===== src/rtl/mem_port_arbiter.sv =====
// Shares one fixed-latency memory port between instruction fetch and data load/store.
// Latency: grant at cycle 0, mem_en at 1, read data at 1+MEM_LAT, ack at 2+MEM_LAT.
// Backpressure: requesters hold req until their one-cycle ack; stall_* freeze the pipeline meanwhile.
module mem_port_arbiter #(
    parameter int ADDR_W     = 8,
    parameter int DATA_W     = 16,
    parameter int MEM_LAT    = 2,
    parameter int STARVE_MAX = 3
) (
    input  logic              clk,
    input  logic              rst,
    input  logic              if_req,
    input  logic [ADDR_W-1:0] if_addr,
    input  logic              if_flush,
    output logic [DATA_W-1:0] if_rdata,
    output logic              if_ack,
    input  logic              dm_req,
    input  logic              dm_wr,
    input  logic              dm_byte,
    input  logic [ADDR_W-1:0] dm_addr,
    input  logic [DATA_W-1:0] dm_wdata,
    output logic [DATA_W-1:0] dm_rdata,
    output logic              dm_ack,
    output logic              mem_en,
    output logic              mem_we,
    output logic              mem_byte,
    output logic [ADDR_W-1:0] mem_addr,
    output logic [DATA_W-1:0] mem_wdata,
    input  logic [DATA_W-1:0] mem_rdata,
    output logic              stall_if,
    output logic              stall_mem
);

    localparam int LAT_W = $clog2(MEM_LAT + 1);
    localparam int SC_W  = $clog2(STARVE_MAX + 1);

    typedef enum logic [1:0] {IDLE, ISSUE, WAIT, DONE} state_t;

    state_t              state, state_nxt;
    logic                own_if;
    logic                drop;
    logic [SC_W-1:0]     starve_cnt;
    logic [LAT_W-1:0]    lat_cnt;
    logic [ADDR_W-1:0]   lat_addr;
    logic [DATA_W-1:0]   lat_wdata;
    logic                lat_we;
    logic                lat_byte;
    logic [DATA_W-1:0]   if_rdata_q;
    logic [DATA_W-1:0]   dm_rdata_q;

    logic if_req_eff;
    logic grant_any;
    logic grant_if;
    logic last_wait;

    // A fetch raised together with a flush is already stale, so it never competes.
    assign if_req_eff = if_req & ~if_flush;
    assign grant_any  = if_req_eff | dm_req;
    assign grant_if   = if_req_eff & (~dm_req | (starve_cnt == SC_W'(STARVE_MAX)));
    assign last_wait  = (state == WAIT) && (lat_cnt == '0);

    always_ff @(posedge clk) begin
        if (rst) begin
            state <= IDLE;
        end else begin
            state <= state_nxt;
        end
    end

    always_comb begin
        state_nxt = state;
        unique case (state)
            IDLE:    if (grant_any) state_nxt = ISSUE;
            ISSUE:   state_nxt = WAIT;
            WAIT:    if (lat_cnt == '0) state_nxt = DONE;
            DONE:    state_nxt = IDLE;
            default: state_nxt = IDLE;
        endcase
    end

    always_ff @(posedge clk) begin
        if (rst) begin
            own_if     <= 1'b0;
            drop       <= 1'b0;
            starve_cnt <= '0;
            lat_cnt    <= '0;
            lat_addr   <= '0;
            lat_wdata  <= '0;
            lat_we     <= 1'b0;
            lat_byte   <= 1'b0;
            if_rdata_q <= '0;
            dm_rdata_q <= '0;
        end else begin
            if (state == IDLE) begin
                drop <= 1'b0;
                if (grant_any) begin
                    own_if    <= grant_if;
                    lat_addr  <= grant_if ? if_addr : dm_addr;
                    lat_wdata <= grant_if ? '0 : dm_wdata;
                    lat_we    <= ~grant_if & dm_wr;
                    lat_byte  <= ~grant_if & dm_byte;
                end
                if (grant_if) begin
                    starve_cnt <= '0;
                end else if (grant_any && if_req_eff) begin
                    if (starve_cnt != SC_W'(STARVE_MAX)) starve_cnt <= starve_cnt + 1'b1;
                end else if (!if_req_eff) begin
                    starve_cnt <= '0;
                end
            end else if (own_if && if_flush) begin
                drop <= 1'b1;
            end

            if (state == ISSUE) begin
                lat_cnt <= LAT_W'(MEM_LAT - 1);
            end else if (state == WAIT && lat_cnt != '0) begin
                lat_cnt <= lat_cnt - 1'b1;
            end

            // Read data is only valid in the final wait cycle; stores leave dm_rdata alone.
            if (last_wait) begin
                if (own_if && !drop && !if_flush) begin
                    if_rdata_q <= mem_rdata;
                end
                if (!own_if && !lat_we) begin
                    dm_rdata_q <= lat_byte ? {{(DATA_W-8){1'b0}}, mem_rdata[7:0]} : mem_rdata;
                end
            end
        end
    end

    assign mem_en    = (state == ISSUE);
    assign mem_we    = mem_en & lat_we;
    assign mem_byte  = mem_en & lat_byte;
    assign mem_addr  = mem_en ? lat_addr : '0;
    assign mem_wdata = mem_en ? lat_wdata : '0;

    assign if_ack    = (state == DONE) & own_if & ~drop & ~if_flush;
    assign dm_ack    = (state == DONE) & ~own_if;
    assign if_rdata  = if_rdata_q;
    assign dm_rdata  = dm_rdata_q;
    assign stall_if  = if_req & ~if_ack;
    assign stall_mem = dm_req & ~dm_ack;

endmodule


===== config.mk =====
export PLATFORM = sky130hd
export DESIGN_NAME = mem_port_arbiter
export DESIGN_NICKNAME = d
export VERILOG_FILES = /design/src/rtl/mem_port_arbiter.sv
export SDC_FILE = /design/constraint.sdc
export NUM_CORES = 1
export LEC_CHECK = 0
export CORE_ASPECT_RATIO = 0.7
export CORE_MARGIN = 2
export CORE_UTILIZATION = 30
export DETAILED_ROUTE_END_ITERATION = 8
export GPL_TIMING_DRIVEN = 0
export MAX_ROUTING_LAYER = met4
export SETUP_SLACK_MARGIN = 0.05
export SLEW_MARGIN = 20
export SYNTH_ARGS = -nofsm -noshare
export SYNTH_HDL_FRONTEND = slang
export SYNTH_SLANG_ARGS = --single-unit

===== constraint.sdc =====
create_clock -name clk -period 2.03 [get_ports clk]
set_input_delay 0.406 -clock clk [delete_from_list [all_inputs] [get_ports clk]]
set_output_delay 0.406 -clock clk [all_outputs]
set_load 0.02 [all_outputs]

* Word-level counts from Yosys, hierarchy flattened *
Index checks and enable logic that the tools add are counted.

cells by class
  $add $sub $neg = 2
  equality and inequality tests = 9
  multiplexer cells = 14
  bitwise logic cells = 21
  reduce and logical (&&, ||, !) cells = 22

operators with widths
  operator                                                                 number
  16-bit 2-to-1 mux                                                        3
  8-bit 2-to-1 mux                                                         2
  1-bit AND                                                                12
  2-bit 2-to-1 mux                                                         6
  2-bit case mux with 4 select lines                                       1
  2-bit AND reduction                                                      4
  1-bit logical AND                                                        7
  1-bit NOT                                                                7
  2-bit equality test, second input constant                               3
  2-bit inequality test, second input constant                             3
  1-bit logical NOT                                                        4
  2-bit logical NOT                                                        2
  2-bit nonzero test                                                       2
  2-bit OR reduction                                                       2
  3-bit by 1-bit inequality test with 1-bit output, second input constant  1
  3-bit by 2-bit inequality test with 1-bit output, second input constant  1
  3-bit AND reduction                                                      1
  2-bit by 1-bit adder with 2-bit output, second input constant            1
  2-bit by 1-bit equality test with 1-bit output, second input constant    1
  1-bit 2-to-1 mux                                                         2
  1-bit bitwise OR                                                         2
  2-bit by 1-bit subtractor with 2-bit output, second input constant       1

storage, ports and cells
  bits in registers = 66
  bits of input ports = 55
  output and inout bits = 63
  word-level logic and storage cells = 80

* Logic depth before layout (Yosys ltp) *
  depth after elaboration = 6
  gate-level depth with buffers = 8

* Least setup slack after synthesis *
OpenSTA, ideal clock, no wires.

  path kind = reg-to-output
  start point = register own_if
  end point = output stall_if
  arrival = 1.581 ns
  path slack = 0.043 ns
  stages on the path, launching flop included = 4
  path through = dfxtp_1 > inv_2 > nor4b_1 > nor2b_1

on the way
  word-level cells in the longest chain between the ends = 5

RTL lines
  what                     RTL line  RTL
  start, declared          40        logic own_if;
  start signal, assigned   97        own_if <= grant_if;
  1-bit AND (3 in series)  138       assign if_ack = (state == DONE) & own_if & ~drop & ~if_flush;
  net if_ack               16        output logic if_ack,
  1-bit NOT                142       assign stall_if = if_req & ~if_ack;
  1-bit AND                142
  end, declared            30        output logic stall_if,

The timed path passes the listed nets, and every way through them passes these cells.

* Final worst setup path *
  start point = register state[1]
  end point = output mem_addr[2]

on the way
  word-level cells in the longest chain between the ends = 2

RTL lines
  what                                            RTL line  RTL
  start, declared                                 39        state_t state, state_nxt;
  start signal, assigned                          66        state <= state_nxt;
  2-bit by 1-bit equality test with 1-bit output  132       assign mem_en = (state == ISSUE);
  8-bit 2-to-1 mux                                135       assign mem_addr = mem_en ? lat_addr : '0;
  end, declared                                   27        output logic [ADDR_W-1:0] mem_addr,

Every way passes these cells.

==> metrics.cfg <==
[timing]
finalSetupViolations = 0
rsz0062_at_grt = true
period_share = 0.9517
maxSlewViolCount = 0
hold_violations = 0
fin_ws_ns = 0.09815
setup_tns_ns = 0
fmax_ghz = 0.5176
fin_crit_ns = 1.932
slew_headroom = 0.6308
finalClockSkew_ns = 0.006262
tightest_slew_ns = 0.5538

[floorplanning]
fp.dieArea_sq_um = 10070
fp-row-count = 29
die_x_um = 119.1
die_y_um = 84.56
start_util = 0.3079
design.core.area_sq_um = 9035
io_pins = 118

[clock_tree]
htree_levels = 3
clk_pin_slew_worst_paths_ns = 0.05
cts_tree = yes
tritoncts.num_buffers = 9
cts_sinks = 66
cts_max_path_buffers = 2
cts-root-buf = clkbuf_16
insertion_delay_ns = 0.32

[critical_path]
critPathMaxFanout = 10
startpoint = state[1]$_SDFFE_PP0P_
r2r-start = state[0]$_SDFFE_PP0P_
end_kind = output port
path_class = flip-flop to output port
required_ns = 1.62
arrival_ns = 1.53
cp-start-kind = flip-flop

[yosys]
synth_enable_flop_cells = 0
syn_nets = 410
yosysTopAreaCellShare = 0.4750
ys_ff_latch = 66
synth_ff_type = dfxtp_1
synth-seq-area-share = 0.4750
yosys.area.top_type = dfxtp_1
netlist_instances = 348
synth.distinct_cells = 31
synthesis.area_sq_um = 2781
syn_area_per_cell_sq_um = 7.993
ys_top_cells_by_area = dfxtp_1, nand2_1, a21oi_1
synth-async-reset-ratio = 0
ys_warn_count = 0

[detailed_routing]
vias = 2769
wirelength_um = 8646
wire_per_inst_um = 14.29
viasPerCell = 4.577
drtPass1Iterations = 4
drtIter0Drc = 173
drc = 0
ant_nets = 0

[placed_design]
dp_hpwl_um = 6467
port_buffers = 116
pre_cts_ws_ns = -0.4654
gp_congestion = 0.7850

[power]
p_int_uw = 3105
switching_power_uw = 1524
powerDensity_nw_per_um2 = 1063
vdd_drop_max_mv = 0.4798
power_frac_seq = 0.350
p_sw_frac = 0.3293
p_leak_uw = 0.001685
pwr-share-clk = 0.317
combinationalPowerShare = 0.333

[global_routing]
grt_pass1_wl_um = 13900
antenna_found_initial = 0
grt_pass1_vias = 2766
grt_usage = 0.1797
overflow = 0
grt_max_degree = 12

[hold_path]
holdCritStartpoint = lat_wdata[0]$_SDFFE_PP0P_
hold_class = flip-flop to flip-flop

[job]
maxCapViolCount = 0

[status]
outcome = complete, no violations

[final_layout]
antenna_cells = 0
fin_nets = 539
syn_to_final_growth_pct = 56.59
layout-drive-gt1-share = 0.1310
fillCellCount = 916

-- power groups by stage --
| stage | registers, uW | clock network [uW] | logic [uW] |
|---|---|---|---|
| after floorplan | 1660 | 0 | 844 |
| after global routing | 1650 | 1570 | 1710 |
| after CTS | 1620 | 1510 | 1560 |
| after global placement | 1620 | 0 | 1460 |
| final | 1620 | 1470 | 1540 |
| after detailed placement | 1630 | 0 | 1500 |
-- Yosys cell counts (all sizes together) (3+ instances only) --
library cell  instances
nand2                92
dfxtp                66
a21oi                53
and2                 27
nand3                19
nor2                 17
clkbuf               12
buf                  10
nand3b                9
a311oi                8
ha                    7
inv                   6
nand2b                4
nor2b                 4
nor3                  3
-- cell type report --
| cell class | count | area (sq um) | area share |
|---|---|---|---|
| Multi-Input combinational cell | 254 | 1369 | 0.3143 |
| Sequential cell | 66 | 1328 | 0.3048 |
| Timing Repair Buffer | 119 | 1084 | 0.2488 |
| Clock buffer | 10 | 229.0 | 0.05257 |
| Tap cell | 124 | 155.1 | 0.03562 |
| Buffer | 21 | 112.6 | 0.02585 |
| Clock inverter | 5 | 56.30 | 0.01293 |
| Inverter | 6 | 22.52 | 0.005171 |
-- stage by stage --
| step | cells | power [uW] | cell area (sq um) | hold WS [ns] | util |
|---|---|---|---|---|---|
| 2_1_floorplan | 348 | 2502 | 2788 | 0.4273 | - |
| 3_3_place_gp | 588 | 3084 | 4104 | 0.4353 | 0.4542 |
| 3_5_place_dp | 588 | 3126 | 4104 | 0.4415 | 0.4542 |
| 4_1_cts | 606 | 4681 | 4358 | 0.4491 | 0.4823 |
| 5_1_grt | 605 | 4926 | 4355 | 0.4602 | 0.4821 |
| 6_report | 605 | 4629 | 4355 | 0.4465 | 0.4821 |
-- layout by cell type, fill, tap and decap left out, types with 2 or more instances in the layout --
master            n
clkbuf_1          8
buf_2            25
a311oi_1          8
dlygate4sd2_1    10
and2_1           27
clkinv_2          2
clkdlybuf4s50_1  84
dfxtp_1          63
nor3_1            2
dfxtp_2           2
nand2b_1          4
ha_1              6
buf_4             5
inv_1             4
a21oi_1          53
inv_2             2
clkbuf_2          4
nand2_1          91
clkbuf_16         9
nor2_1           17
nor2b_1           4
nand3b_1          9
nand3_1          19
-- logic make-up (layout without fill, tap and decap cells) --
group           count (synthesis)  after routing  share of synthesized area
xor+xnor                        1              1                   0.003149
fa+ha+maj                       7              7                    0.03149
mux                             1              1                   0.003599
simple gates                  179            179                     0.3063
flops                          66             66                     0.4750
buf+inv                        28            161                    0.04453
compound gates                 66             66                     0.1359
-- registers in the layout, summed over array words and instances (netlist names) --
register,count
dm_rdata,16
drop,1
starve_cnt,2
lat_cnt,2
own_if,1
state,2
lat_addr,8
if_rdata,16
lat_wdata,16
lat_byte,1
lat_we,1
-- critical path, stage by stage (launching register included) --
cell	delay, ns
dfxtp_4	0.36
inv_2	0.06
ha_4	0.16
buf_4	0.16
clkbuf_8	0.16
and2_1	0.16
buf_2	0.15
-- final timing paths --
path,cells past startpoint,slack (ns),to
setup / recovery,6,0.1,mem_addr[2]
hold / removal,2,0.45,lat_wdata[0]$_SDFFE_PP0P_
setup reg to reg,7,0.20,dm_rdata[7]$_SDFFE_PP0P_
hold reg to reg,2,0.45,lat_wdata[0]$_SDFFE_PP0P_
-- routing by layer --
layer | track usage | up-vias | wire length, um
li1 | - | 1416 | -
met1 | 0.2386 | 1274 | 4340
met2 | 0.2701 | 75 | 3774
met3 | 0.05435 | 4 | 492
met4 | 0.03896 | 0 | 38
met5 | - | - | 0
-- timing repair --
item	4_1_cts	5_1_grt
endpoints found under the hold margin	0	0
hold buffers	0	0
setup endpoints to repair	47	33
gates resized for setup	104	10
buffers inserted	3	0
cloned	0	0
(Power assumes the default switching activity.)
